===== src/rtl/mem_access_unit.sv =====
// Byte-serial load/store sequencer for a byte-wide data memory (little-endian, address wrap).
// Optional macro MEM_ALIGN_CHECK_EN rejects misaligned half/word requests with resp_err.
module mem_access_unit #(
  parameter int ADDR_WIDTH = 5,
  parameter int BYTE_WIDTH = 8,
  parameter int WORD_WIDTH = 32
) (
  input  logic                  clk,
  input  logic                  rst,
  input  logic                  req_valid,
  output logic                  req_ready,
  input  logic                  req_write,
  input  logic [1:0]            req_size,
  input  logic                  req_unsigned,
  input  logic [WORD_WIDTH-1:0] req_addr,
  input  logic [WORD_WIDTH-1:0] req_wdata,
  output logic                  resp_valid,
  output logic [WORD_WIDTH-1:0] resp_rdata,
  output logic                  resp_err,
  output logic                  mem_write,
  output logic [ADDR_WIDTH-1:0] mem_addr,
  output logic [BYTE_WIDTH-1:0] mem_wdata,
  input  logic [BYTE_WIDTH-1:0] mem_rdata
);

  localparam int LANES = WORD_WIDTH / BYTE_WIDTH;

  typedef enum logic [1:0] {IDLE, ACCESS, DONE} state_t;

  state_t                  state_q, state_d;
  logic                    write_q, write_d;
  logic [1:0]              size_q, size_d;
  logic                    uns_q, uns_d;
  logic [ADDR_WIDTH-1:0]   base_q, base_d;
  logic [WORD_WIDTH-1:0]   wdata_q, wdata_d;
  logic [WORD_WIDTH-1:0]   rbuf_q, rbuf_d;
  logic [1:0]              cnt_q, cnt_d;
  logic [1:0]              last_q, last_d;
  logic [BYTE_WIDTH-1:0]   wlane [LANES];
  logic                    unused_addr_bits;

  assign unused_addr_bits = ^req_addr[WORD_WIDTH-1:ADDR_WIDTH];

  for (genvar gi = 0; gi < LANES; gi++) begin : g_wlane
    assign wlane[gi] = wdata_q[gi*BYTE_WIDTH +: BYTE_WIDTH];
  end

`ifdef MEM_ALIGN_CHECK_EN
  logic err_q, err_d;
  logic misaligned;
  assign misaligned = ((req_size == 2'b01) && req_addr[0]) ||
                      (req_size[1] && (req_addr[1:0] != 2'b00));
`endif

  always_ff @(posedge clk) begin
    if (rst) begin
      state_q <= IDLE;
      write_q <= 1'b0;
      size_q  <= 2'b00;
      uns_q   <= 1'b0;
      base_q  <= '0;
      wdata_q <= '0;
      rbuf_q  <= '0;
      cnt_q   <= 2'b00;
      last_q  <= 2'b00;
`ifdef MEM_ALIGN_CHECK_EN
      err_q   <= 1'b0;
`endif
    end else begin
      state_q <= state_d;
      write_q <= write_d;
      size_q  <= size_d;
      uns_q   <= uns_d;
      base_q  <= base_d;
      wdata_q <= wdata_d;
      rbuf_q  <= rbuf_d;
      cnt_q   <= cnt_d;
      last_q  <= last_d;
`ifdef MEM_ALIGN_CHECK_EN
      err_q   <= err_d;
`endif
    end
  end

  always_comb begin
    state_d = state_q;
    write_d = write_q;
    size_d  = size_q;
    uns_d   = uns_q;
    base_d  = base_q;
    wdata_d = wdata_q;
    rbuf_d  = rbuf_q;
    cnt_d   = cnt_q;
    last_d  = last_q;
`ifdef MEM_ALIGN_CHECK_EN
    err_d   = err_q;
`endif
    case (state_q)
      IDLE: begin
        if (req_valid) begin
          write_d = req_write;
          size_d  = req_size;
          uns_d   = req_unsigned;
          base_d  = req_addr[ADDR_WIDTH-1:0];
          wdata_d = req_wdata;
          rbuf_d  = '0;   // cleared so stores and short loads report zeros in unused lanes
          cnt_d   = 2'd0;
          last_d  = (req_size == 2'b00) ? 2'd0 : (req_size == 2'b01) ? 2'd1 : 2'd3;
          state_d = ACCESS;
`ifdef MEM_ALIGN_CHECK_EN
          err_d = 1'b0;
          if (misaligned) begin
            err_d   = 1'b1;
            state_d = DONE;
          end
`endif
        end
      end
      ACCESS: begin
        if (!write_q) begin
          rbuf_d[cnt_q*BYTE_WIDTH +: BYTE_WIDTH] = mem_rdata;
        end
        cnt_d = cnt_q + 2'd1;
        if (cnt_q == last_q) begin
          state_d = DONE;
        end
      end
      DONE:    state_d = IDLE;
      default: state_d = IDLE;
    endcase
  end

  always_comb begin
    req_ready  = (state_q == IDLE);
    resp_valid = (state_q == DONE);
    // Gated by rst so a store aborted mid-way commits no byte in the reset cycle.
    mem_write  = (state_q == ACCESS) && write_q && !rst;
    mem_addr   = (state_q == ACCESS) ? base_q + ADDR_WIDTH'(cnt_q) : '0;
    mem_wdata  = ((state_q == ACCESS) && write_q) ? wlane[cnt_q] : '0;
    case (size_q)
      2'b00:   resp_rdata = {{(WORD_WIDTH-BYTE_WIDTH){rbuf_q[BYTE_WIDTH-1] & ~uns_q}},
                             rbuf_q[BYTE_WIDTH-1:0]};
      2'b01:   resp_rdata = {{(WORD_WIDTH-2*BYTE_WIDTH){rbuf_q[2*BYTE_WIDTH-1] & ~uns_q}},
                             rbuf_q[2*BYTE_WIDTH-1:0]};
      default: resp_rdata = rbuf_q;
    endcase
`ifdef MEM_ALIGN_CHECK_EN
    resp_err = (state_q == DONE) && err_q;
`else
    resp_err = 1'b0;
`endif
  end

endmodule


===== config.mk =====
export PLATFORM = sky130hd
export DESIGN_NAME = mem_access_unit
export DESIGN_NICKNAME = d
export VERILOG_FILES = /design/src/rtl/mem_access_unit.sv
export SDC_FILE = /design/constraint.sdc
export NUM_CORES = 1
export LEC_CHECK = 0
export ABC_CLOCK_PERIOD_IN_PS = 3200
export CORE_MARGIN = 10
export CORE_UTILIZATION = 45
export CTS_CLUSTER_SIZE = 30
export DETAILED_ROUTE_END_ITERATION = 6
export PLACE_DENSITY_LB_ADDON = 0.12
export SKIP_LAST_GASP = 1
export SLEW_MARGIN = 25
export SYNTH_ARGS = -nofsm -noshare
export SYNTH_HDL_FRONTEND = slang
export SYNTH_SLANG_ARGS = --single-unit
export TNS_END_PERCENT = 30

===== constraint.sdc =====
create_clock -name clk -period 3.2 [get_ports clk]
set_clock_uncertainty 0.05 [all_clocks]
set_input_delay 0.64 -clock clk [delete_from_list [all_inputs] [get_ports clk]]
set_output_delay 0.64 -clock clk [all_outputs]
set_load 0.01 [all_outputs]

==> results.md <==
* Row cnt at 34
* Hold Fails Final Rpt at 0
* Fin crit share at 92.01%
* Rel. slew slack at a little under half
* Dpl ws at about 0.48 ns
* Bufs and invs on worst path at 2
* Most frequent CP cell: a21oi_1
* First-pass GRT wire length at ~18000 um
* Int Power at 1578 uW
* # nets final at 647
* FF+latch count, synth at 79
* DRT Wirelength at between 10000 and 15000 um
* Critical Path Max Stage Delay at ~0.57 ns
* # IOs at roughly 130
* Antenna violations before repair at 0
* Post-layout min period at ~3 ns
* Total CTS buffers at 9
* Final max-slew violation count at 0
* Die span in x at 114.9 um
* Post-Syn Nets at a little under 600
* Async S/R FF share, synth at 0%
* Via count at roughly 3500
* CTS sink cnt at 79
* FMAX at 0.3396 GHz
* Starting DRT DRC Count at 182
* Setup_tns at 0 ns
* Number of synthesized flops with an enable pin at 0
* Max_cap viols at 0
* Layout Cells excl Fill at 672
* CP Class: flip-flop to output port
* Logic pwr share at between 10% and 20%
* Crit. End Element: output port
* Reg2Reg Depth at 6
* Ys Warns at 0
* Cell-by-cell trace of the critical path: buf_4 > ha_1 > a21oi_1 > or3_1 > a21oi_1 > clkdlybuf4s50_1
* Mapped cell area at about 4100 um^2
* Routability cong. at roughly 0.86
* # port buffers at roughly 100
* Switching share of power at between 20 and 30%
* Via-to-Cell Ratio at around 5.2
* Cell family with most CP delay: buffers and inverters
* Vias in the first global route at roughly 3600
* PwrDens at approximately 420 nW/um^2
* Clk pwr share at 32.9%
* Crit Path Max Fanout at 13
* Final setup vio count at 0
* Share of layout cells above drive strength 1 at under 10%
* Total GRT Usage at between 15 and 20%
* Final WS setup at 0.2557 ns
* Class of the worst hold path: flip-flop to flip-flop
* Critical Path AT at about 2.3 ns
* Top_reg_cell synth: dfxtp_1
* Total gr overflow at 0
* Die ar. at about 13000 um^2
* Clock latency on the worst-skew pair at 0.34 ns
* Core box area at 8763 um^2
* VDD IR max at around 0.23 mV
* Largest net degree at the start of global routing at 88
* CTS tree: yes
* DP HPWL at around 7900 um
* CP max stage cell: clkdlybuf4s50_1
* DRC viols at 0
* Share of power burned in registers at 48.9%
* Placed insts at roughly 660
* Cell count after synthesis at between 400 and 500
* Most common cell in the netlist: nand2_1
* Clock Tree Root: clkbuf_8
* Routed Antenna Nets at 0
* Status: finished, final reports clean
* Largest cells by area after synthesis: dfxtp_1 (39%), nand2_1 (12%), a21oi_1 (6.9%), mux2i_1 (6.2%), mux4_2 (4.4%)
* Req. time, crit path at ~2.5 ns
* Number of antenna diodes at 0
* H-tree Lvls at 3
* Wire per inst at 16.14 um
* RSZ-0062 raised after global routing: false
* 1st-pass router iterations at 4
* Bufs on Longest Clock Path at 2
* Sw Pwr at between 500 and 600 uW
* Synth-to-Final Area Change at 27.31%
* Nature of the critical path startpoint: flip-flop
* Worst-Margin Slew at roughly 0.8 ns
* Yosys top cell by area: dfxtp_1
* Crit path depth at 6
* Top post-synthesis cells by count: nand2_1 (127), dfxtp_1 (79), a21oi_1 (56)
* Leak pwr at roughly 0.0020 uW
* Post-synthesis sequential area ratio at between 30% and 40%
* Share of Yosys cell area claimed by the top area cell type at a little under 40%
* Syn avg cell area at 8.259 um^2
* Die Ht at 114.9 um
* Hold Path Stages at 2
* Initial core utilization at ~46%
* Worst-path clk slew at approximately 0.07 ns
* Distinct cells, synth at 40
-- flip-flops by register name (all words and copies together) (netlist names) --
| name | count |
|---|---|
| cnt_q | 2 |
| wdata_q | 32 |
| last_q | 2 |
| size_q | 2 |
| state_q | 2 |
| rbuf_q | 32 |
| base_q | 5 |
| write_q | 1 |
| uns_q | 1 |
-- area by class of cell --
class	count	area, um^2
flip-flops and latches	79	1582
well taps	108	135.1
fillers	799	3601
multi-input cells	356	2176
inverters	5	18.77
clock inverters	5	60.06
clock buffers	10	127.6
repair buffers	109	1064
-- stage by stage --
step	hold slack (ns)	utilization (%)	area, um^2	power [uW]
after floorplan	0.3831	-	4055	1336
after global placement	0.3903	56.67	4966	1479
after detailed placement	0.3954	56.67	4966	1486
after CTS	0.4060	58.81	5154	2197
after global routing	0.4252	58.91	5162	2280
final	0.4059	58.91	5162	2178
-- power by group through the flow --
| stage | registers, uW | logic, uW | clock network, uW |
|---|---|---|---|
| after global placement | 1090 | 393 | 0 |
| after global routing | 1070 | 434 | 773 |
| after detailed placement | 1090 | 398 | 0 |
| after floorplan | 1070 | 264 | 0 |
| after CTS | 1070 | 399 | 733 |
| final | 1070 | 396 | 717 |
-- worst register-to-register path: stages (launching register included) --
cell	delay [ns]
dfxtp_1	0.34
buf_4	0.29
inv_1	0.17
ha_1	0.42
nor3b_2	0.45
nand3_1	0.16
mux2i_1	0.16
-- metal layers --
metal | part of all wire (%) | vias up | track usage [%]
li1 | - | 1771 | -
met1 | 42 | 1633 | 19.27
met2 | 49 | 99 | 27.52
met3 | 7.8 | 11 | 5.000
met4 | 1.4 | 0 | 5.941
met5 | 0 | - | 0
-- timing repair --
item | in CTS | in global routing
gates resized for setup | 0 | 1
hold buffers | 0 | 0
setup endpoints to repair | 0 | 1
setup buffers | 0 | 0
-- placed cells by master, fill, tap and decap left out, drive strengths merged, types with 2 or more instances in the layout --
| cell | instances |
|---|---|
| nand2 | 127 |
| clkdlybuf4s50 | 97 |
| dfxtp | 79 |
| a21oi | 59 |
| nand3 | 34 |
| nand2b | 26 |
| mux2i | 25 |
| o21ai | 11 |
| nor2b | 11 |
| buf | 11 |
| clkbuf | 10 |
| mux4 | 8 |
| and3 | 8 |
| ha | 7 |
| o2111ai | 6 |
| nor2 | 5 |
| inv | 5 |
| or3 | 3 |
| xor2 | 3 |
| nand3b | 3 |
| nor3b | 3 |
| clkinv | 3 |
| and2 | 2 |
| nor3 | 2 |
| and4b | 2 |
| o211ai | 2 |
-- path summary, 6_finish.rpt --
kind                                         startpoint                       to  slack (ns)
worst max-delay path              cnt_q[1]$_SDFFE_PP0P_              mem_addr[3]        0.26
worst min-delay path            wdata_q[6]$_SDFFE_PP0P_  wdata_q[6]$_SDFFE_PP0P_        0.41
worst max register to register    cnt_q[0]$_SDFFE_PP0P_   rbuf_q[3]$_SDFFE_PP0P_        1.09
worst min register to register  wdata_q[6]$_SDFFE_PP0P_  wdata_q[6]$_SDFFE_PP0P_        0.41
-- cell families after synthesis --
group                    Yosys count  share of synthesized area, %
AO/OA/AOI/OAI                     78                         11.14
XOR/XNOR                           3                        0.6481
adder cells (fa/ha/maj)            8                         2.653
buffers and inverters             56                         7.498
flip-flops                        79                         39.00
multiplexers                      33                         10.61
other                              1                       0.09248
AND/OR/NAND/NOR                  233                         28.36
Power figures use the tool's default switching activity.
